[src/rtl/bin_spectrogram_packer.sv]
// bin_spectrogram_packer
// Packs the comparator's 1-bit per-bin detection stream into OW-bit words laid
// out column-major (NBIN bins per STFT column, NCOL columns per frame). Each
// finished word is emitted with its frame-relative address. End-of-column and
// end-of-frame pulses ride on the last word of a column or frame, and the
// column's ones count is presented alongside end-of-column.
module bin_spectrogram_packer #(
    parameter int OW   = 16,
    parameter int NBIN = 128,
    parameter int NCOL = 64,
    parameter int AW   = 9,
    parameter int CW   = 8
) (
    input  logic          iCLK,
    input  logic          iRSTn,
    input  logic          iEN,
    input  logic          iDATA,
    input  logic          iCLR,
    output logic [OW-1:0] oDATA,
    output logic          oEN,
    output logic [AW-1:0] oADDR,
    output logic          oEOC,
    output logic          oEOF,
    output logic [CW-1:0] oCNT
);

    localparam int BW  = (OW > 1)   ? $clog2(OW)   : 1;
    localparam int KW  = (NBIN > 1) ? $clog2(NBIN) : 1;
    localparam int CLW = (NCOL > 1) ? $clog2(NCOL) : 1;

    localparam logic [BW-1:0]  BIT_LAST = BW'(OW - 1);
    localparam logic [KW-1:0]  BIN_LAST = KW'(NBIN - 1);
    localparam logic [CLW-1:0] COL_LAST = CLW'(NCOL - 1);

    typedef enum logic {
        IDLE = 1'b0,
        FILL = 1'b1
    } state_t;

    state_t stateReg, stateNext;

    logic [BW-1:0]  bitIdxReg,  bitIdxNext;
    logic [KW-1:0]  binIdxReg,  binIdxNext;
    logic [CLW-1:0] colIdxReg,  colIdxNext;
    logic [AW-1:0]  wordAddrReg, wordAddrNext;
    logic [CW-1:0]  onesCntReg, onesCntNext;
    logic [OW-1:0]  shiftReg,   shiftNext;

    logic [OW-1:0]  dataReg,  dataNext;
    logic           enReg,    enNext;
    logic [AW-1:0]  addrReg,  addrNext;
    logic           eocReg,   eocNext;
    logic           eofReg,   eofNext;
    logic [CW-1:0]  cntReg,   cntNext;

    // Counters as seen by the incoming bit: a clear in the same cycle makes
    // that bit the first one of a fresh frame.
    logic [BW-1:0]  bitBase;
    logic [KW-1:0]  binBase;
    logic [CLW-1:0] colBase;
    logic [AW-1:0]  wordBase;
    logic [CW-1:0]  onesBase;
    logic [OW-1:0]  shiftBase;
    logic [OW-1:0]  wordVal;
    logic [CW-1:0]  onesVal;

    // State, counters, shift register and output registers
    always_ff @(posedge iCLK or negedge iRSTn) begin
        if (!iRSTn) begin
            stateReg    <= IDLE;
            bitIdxReg   <= '0;
            binIdxReg   <= '0;
            colIdxReg   <= '0;
            wordAddrReg <= '0;
            onesCntReg  <= '0;
            shiftReg    <= '0;
            dataReg     <= '0;
            enReg       <= 1'b0;
            addrReg     <= '0;
            eocReg      <= 1'b0;
            eofReg      <= 1'b0;
            cntReg      <= '0;
        end else begin
            stateReg    <= stateNext;
            bitIdxReg   <= bitIdxNext;
            binIdxReg   <= binIdxNext;
            colIdxReg   <= colIdxNext;
            wordAddrReg <= wordAddrNext;
            onesCntReg  <= onesCntNext;
            shiftReg    <= shiftNext;
            dataReg     <= dataNext;
            enReg       <= enNext;
            addrReg     <= addrNext;
            eocReg      <= eocNext;
            eofReg      <= eofNext;
            cntReg      <= cntNext;
        end
    end

    // Next-state: clear rebases the counters, then an accepted bit advances them
    always_comb begin
        stateNext    = stateReg;
        bitIdxNext   = bitIdxReg;
        binIdxNext   = binIdxReg;
        colIdxNext   = colIdxReg;
        wordAddrNext = wordAddrReg;
        onesCntNext  = onesCntReg;
        shiftNext    = shiftReg;
        dataNext     = dataReg;
        enNext       = 1'b0;
        addrNext     = addrReg;
        eocNext      = 1'b0;
        eofNext      = 1'b0;
        cntNext      = cntReg;

        bitBase   = iCLR ? '0 : bitIdxReg;
        binBase   = iCLR ? '0 : binIdxReg;
        colBase   = iCLR ? '0 : colIdxReg;
        wordBase  = iCLR ? '0 : wordAddrReg;
        onesBase  = iCLR ? '0 : onesCntReg;
        shiftBase = iCLR ? '0 : shiftReg;
        wordVal   = shiftBase | (OW'(iDATA) << bitBase);
        onesVal   = onesBase + CW'(iDATA);

        if (iCLR) begin
            stateNext    = IDLE;
            bitIdxNext   = '0;
            binIdxNext   = '0;
            colIdxNext   = '0;
            wordAddrNext = '0;
            onesCntNext  = '0;
            shiftNext    = '0;
        end

        if (iEN) begin
            stateNext = FILL;

            if (bitBase == BIT_LAST) begin
                dataNext     = wordVal;
                addrNext     = wordBase;
                enNext       = 1'b1;
                shiftNext    = '0;
                bitIdxNext   = '0;
                wordAddrNext = wordBase + AW'(1);
            end else begin
                shiftNext  = wordVal;
                bitIdxNext = bitBase + BW'(1);
            end

            // NBIN is a multiple of OW, so a column end is always a word end
            // and the frame-end address wrap below overrides the increment.
            if (binBase == BIN_LAST) begin
                eocNext     = 1'b1;
                cntNext     = onesVal;
                onesCntNext = '0;
                binIdxNext  = '0;
                if (colBase == COL_LAST) begin
                    eofNext      = 1'b1;
                    colIdxNext   = '0;
                    wordAddrNext = '0;
                end else begin
                    colIdxNext = colBase + CLW'(1);
                end
            end else begin
                binIdxNext  = binBase + KW'(1);
                onesCntNext = onesVal;
            end
        end
    end

    assign oDATA = dataReg;
    assign oEN   = enReg;
    assign oADDR = addrReg;
    assign oEOC  = eocReg;
    assign oEOF  = eofReg;
    assign oCNT  = cntReg;

endmodule
[config.mk]
export PLATFORM = sky130hd
export DESIGN_NAME = bin_spectrogram_packer
export DESIGN_NICKNAME = d
export VERILOG_FILES = /design/src/rtl/bin_spectrogram_packer.sv
export SDC_FILE = /design/constraint.sdc
export NUM_CORES = 1
export LEC_CHECK = 0
export ABC_AREA = 1
export BUFFER_PORTS_ARGS = -buffer_cell sky130_fd_sc_hd__buf_4
export CAP_MARGIN = 10
export CORE_MARGIN = 1
export CORE_UTILIZATION = 45
export DETAILED_ROUTE_END_ITERATION = 7
export PLACE_DENSITY = 0.64
export SETUP_SLACK_MARGIN = 0.4
export SLEW_MARGIN = 20
export SYNTH_ARGS = -nofsm -noshare
export SYNTH_HDL_FRONTEND = slang
export SYNTH_SLANG_ARGS = --single-unit
[constraint.sdc]
create_clock -name iCLK -period 1.4 [get_ports iCLK]
set_input_delay 0.28 -clock iCLK [delete_from_list [all_inputs] [get_ports iCLK]]
set_output_delay 0.28 -clock iCLK [all_outputs]
set_load 0.05 [all_outputs]
## Word-level counts from Yosys, hierarchy flattened

Index checks and enable logic that the tools add are counted.

- Bits in registers: 86
- Logic and storage cells: 52
- Input port bits: 5
- Output and inout bits: 36

- Add/sub/neg operators: 5
- Shift-type cells: 1
- Bitwise operators: 1
- Mux-type cells: 28
- Equality and inequality tests: 3
- Reductions and logical operators: 2

Operators with widths:

| cell | number |
|---|---|
| $mux W16 | 3 |
| $mux W9 | 5 |
| $mux W6 | 4 |
| $mux W8 | 3 |
| $mux W7 | 3 |
| $or A16 B16 Y16 | 1 |
| $shl A1 B4 Y16 | 1 |
| $mux W4 | 3 |
| $add A9 B1 Y9 const B | 1 |
| $add A8 B1 Y8 | 1 |
| $add A7 B1 Y7 const B | 1 |
| $eq A7 B7 Y1 const B | 1 |
| $mux W1 | 7 |
| $add A6 B1 Y6 const B | 1 |
| $eq A6 B6 Y1 const B | 1 |
| $add A4 B1 Y4 const B | 1 |
| $eq A4 B4 Y1 const B | 1 |
| $reduce_and A2 Y1 | 2 |

## Depth between registers and ports, before layout

- Word-level depth: 6
- Mapped depth: 16
- Depth with buffers taken out: 13

## Worst setup path after synthesis

No wires, ideal clock.

- Path kind: input port to flip-flop
- Start point: input iCLR
- End point: register wordAddrReg[7]
- Stages: 16
- Data arrival time: 1.809 ns
- Path slack: -0.522 ns
- Required time: 1.287 ns
- Library setup time: 0.113 ns
- Path buffers: 3
- Path through: inv_2 buf_6 buf_2 buf_2 nand2_1 inv_1 ha_1 nand2_1 nor2_1 nand3_1 inv_2 nand2_2 nand2_1 nand2_1 nand2_1 inv_1

- Longest elaborated chain between the ends: 6
- Elaborated cells on any way between the ends: 12
- Those cells by class: 1 x add/sub; 3 x eq/ne; 8 x mux

Ends and longest elaborated chain:

| what | RTL line | text |
|---|---|---|
| start, declared | 18 | `input logic iCLR,` |
| $mux W9 or $mux W4 (tied branches) | n/a |  |
| $add A9 B1 Y9 or $eq A4 B4 Y1 (tied branches) | 144, 138 |  |
| $mux W9 | 138 | `if (bitBase == BIT_LAST) begin` |
| $mux W9 | 157 | `if (colBase == COL_LAST) begin` |
| $mux W9 | 152 | `if (binBase == BIN_LAST) begin` |
| $mux W9 (*) | 135 | `if (iEN) begin` |
| via wordAddrNext[7] | 45 | `logic [AW-1:0] wordAddrReg, wordAddrNext;` |
| end signal, assigned | 88 | `wordAddrReg <= wordAddrNext;` |
| end, declared | 45 |  |

The timed path passes the listed nets; every way through them passes the cells marked *.
A chain may end at the register's enable or synchronous reset.

## Worst setup path in the final report

- Start point: register bitIdxReg[0]
- End point: register shiftReg[9]

- Longest elaborated chain between the ends: 5
- Elaborated cells on any way between the ends: 6
- Those cells by class: 1 x eq/ne; 1 x shift; 3 x mux; 1 x bitwise

Ends and longest elaborated chain:

| what | RTL line | text |
|---|---|---|
| start, declared | 42 | `logic [BW-1:0] bitIdxReg, bitIdxNext;` |
| start signal, assigned | 85 | `bitIdxReg <= bitIdxNext;` |
| $mux W4 (*) | n/a |  |
| $shl A1 B4 Y16 | 122 | `wordVal = shiftBase \| (OW'(iDATA) << bitBase);` |
| $or A16 B16 Y16 | 122 |  |
| $mux W16 (*) | 138 |  |
| $mux W16 (*) | 135 |  |
| via shiftNext[9] | 47 | `logic [OW-1:0] shiftReg, shiftNext;` |
| end signal, assigned | 90 | `shiftReg <= shiftNext;` |
| end, declared | 47 |  |

Marked as above.

==> run metrics <==
Synth area leaders=dfrtp_1, nand2_1, inv_1, nor2_1, a21oi_1; CTS tree=built; DR WL/cell=17.3 um; I/O pins=41; asr flop ratio synth=100%; clk buf depth=2; min cycle time layout=1600 ps; global-route wire length before repair=19000 um; outcome=complete, but fails checks; Hold Path Cell Cnt=2; Post-Syn Nets=515; Crit path required time=1700 ps; largest net degree at the start of global routing=36; Post-synth EDFFs=0; most common cell in the synthesized netlist=nand2_1; critical path arrival=1890 ps; Mapped Avg Cell Area=8.14 um2; post-detail-place hpwl=6520 um; RR Endpoint=shiftReg[9]; pwr dens=679 nW/um2; Root Buffer=clkbuf_8; Fin Clk Skew=18.7 ps; final net count=686; placer congestion estimate=0.852; #FFs+latches synth=86; post-route DRC violation count=2; initial core utilization=46.7%; crit-path max FO=4; Routed Antenna Nets=0; Worst R2R Setup Slack=-200 ps; Leakage=3.50 nW; Place WS=-340 ps; HP Class=input pin to flip-flop; area post-placement=5030 um2; warnings from Yosys=0; Final setup viols=75; multi-input logic area=2470 um2; TritonCTS buffer count=9; GRT Resource Usage Total=25.1%; top cells by count, synth=nand2_1, dfrtp_1, inv_1, nor2_1, a21oi_1; row cnt=34; final setup margin=-196 ps; Hold Violations, Final=0; Slew @ Worst Pin=390 ps; Cell variety after synth=34; n_diodes=0; final WL=13700 um; failing checks=design-rule violations, negative setup slack; FF/Latch Area=2150 um2; DIE AREA=9530 um2; fin area=6980 um2; Crit. End Element=flip-flop; WS Path Type=flip-flop to flip-flop; share of layout cells above drive strength 1=53.6%; Via density=5.35; Syn Inst Count=505; final core occ=79.3%; min-delay src=iEN; CORE AREA=8810 um2; Seq/Total Area, Yosys=52.3%; First-pass DRT Iterations=8; Max Slew Vio Count=0; Peak VDD IR=0.627 mV; CTS clock-pin slew for the worst setup and hold paths=100 ps; Hold EP=binIdxReg[0]; CTS H-tree depth=3; vias in the first global route=3968; RSZ-0062 raised after global routing=true; area leader, netlist=dfrtp_1; clock sinks=86; worst skew pair latency=370 ps; Die W=97.6 um; Synth Flop Type=dfrtp_1; via count=4225; die height=97.6 um; post-synthesis instance area=4110 um2; Overflow after GRT=0; R2R depth=9; IO buf count=40; Rel. slew slack=73.9%; part of the cycle the worst path needs=114%; Crit Reg-Reg Startpoint=bitIdxReg[0]; maxcap violations=0; initial antenna violation count=0; area share of the largest cell type after synthesis=52.3%; detailed router's first-iteration violation count=278; FMAX=626 MHz; Startpoint Class=flip-flop; P&R area growth vs syn=69.7%; filler cell count=506
## metrics by stage
step / hold slack (ps) / std cells / setup TNS [ps] / power, W
final: 209 / 789 / -4190 / 0.00474
after global routing: 199 / 789 / -8310 / 0.00488
after CTS: 199 / 761 / -2460 / 0.00460
after detailed placement: 170 / 699 / -14810 / 0.00290
after global placement: 171 / 699 / -12340 / 0.00290
after floorplan: -15.6 / 505 / -7370 / 0.00274
## power breakdown
group / switching (W) / internal (W) / leakage, nW
Sequential: 0.0000314 / 0.00251 / 1.19
Clock: 0.000989 / 0.000655 / 0.0793
Combinational: 0.000318 / 0.000235 / 2.23
Total: 0.00134 / 0.00340 / 3.50
## sequential cells by signal (all words and copies together) (netlist names), 4 cells and up
signal	count
shiftReg	16
onesCntReg	8
binIdxReg	7
oADDR	9
wordAddrReg	9
oCNT	8
oDATA	16
colIdxReg	6
bitIdxReg	4
## worst max-delay path: stages (launching register included)
cell and delay [ps]:
dfrtp_2 460, buf_6 120, buf_6 80, buf_6 80, nand3_4 90, nor2_4 150, nand2_2 90, o21ai_2 190
o211ai_1 140, inv_1 120
## worst max-delay path by stage
stage,from,to
3_5_place_dp,iCLR,colIdxReg[3]
6_report,bitIdxReg[0],shiftReg[9]
2_1_floorplan,iCLR,wordAddrReg[7]
5_1_grt,bitIdxReg[0],shiftReg[9]
4_1_cts,binIdxReg[0],colIdxReg[1]
3_3_place_gp,iCLR,wordAddrReg[7]
## final cells by class
| type | instances | share of cell area [%] |
|---|---|---|
| clock buffers | 10 | 1.83 |
| repair inverters | 1 | 0.0896 |
| inverters | 55 | 3.46 |
| repair buffers | 175 | 25.8 |
| clock inverters | 6 | 0.645 |
| flip-flops and latches | 86 | 30.9 |
| multi-input cells | 348 | 35.4 |
| well taps | 108 | 1.94 |
## logic make-up (layout without fill, tap and decap cells)
family          count (synthesis)  after routing  synth area share (%)
compound gates                 70             70                  9.25
xor+xnor                       11             11                  2.34
fa+ha+maj                       5              5                  1.52
buf+inv                        72            247                  7.48
flops                          86             86                  52.3
mux                             1              1                 0.274
simple gates                  260            261                  26.8
## layout by cell type (no fill, tap or decap), types with 4 or more instances in the layout
cell type and n:
nand4_1 6, xor2_1 6, nand2_2 41, nand2_4 32, nand2_1 103, clkbuf_8 9
inv_2 12, buf_8 4, o21ai_1 12, o21ai_2 15, o21ai_4 4, a21oi_2 10
inv_4 4, buf_4 92, buf_16 6, a21oi_1 12, buf_6 65, inv_6 4
dfrtp_1 84, inv_1 36, nand3_1 9, nor2_4 14, nand3_4 5, ha_4 4
buf_12 7, nor2_2 10, nor2_1 31
## repair_timing
| action | CTS | global route |
|---|---|---|
| resized for setup | 182 | 115 |
| endpoints found under the setup margin | 121 | 122 |
| hold buffers | 1 | 0 |
| pin swaps | 45 | 52 |
| buffers inserted | 36 | 28 |
| cloned | 9 | 0 |
| endpoints found under the hold margin | 13 | 0 |
## layer usage
metal	track usage [%]	up-vias	wire length (um)
li1	-	1945	-
met3	3.74	38	713
met5	0	-	0
met1	33.8	2088	5590
met2	41.2	154	7020
met4	9.21	0	357
(Power assumes the default switching activity.)
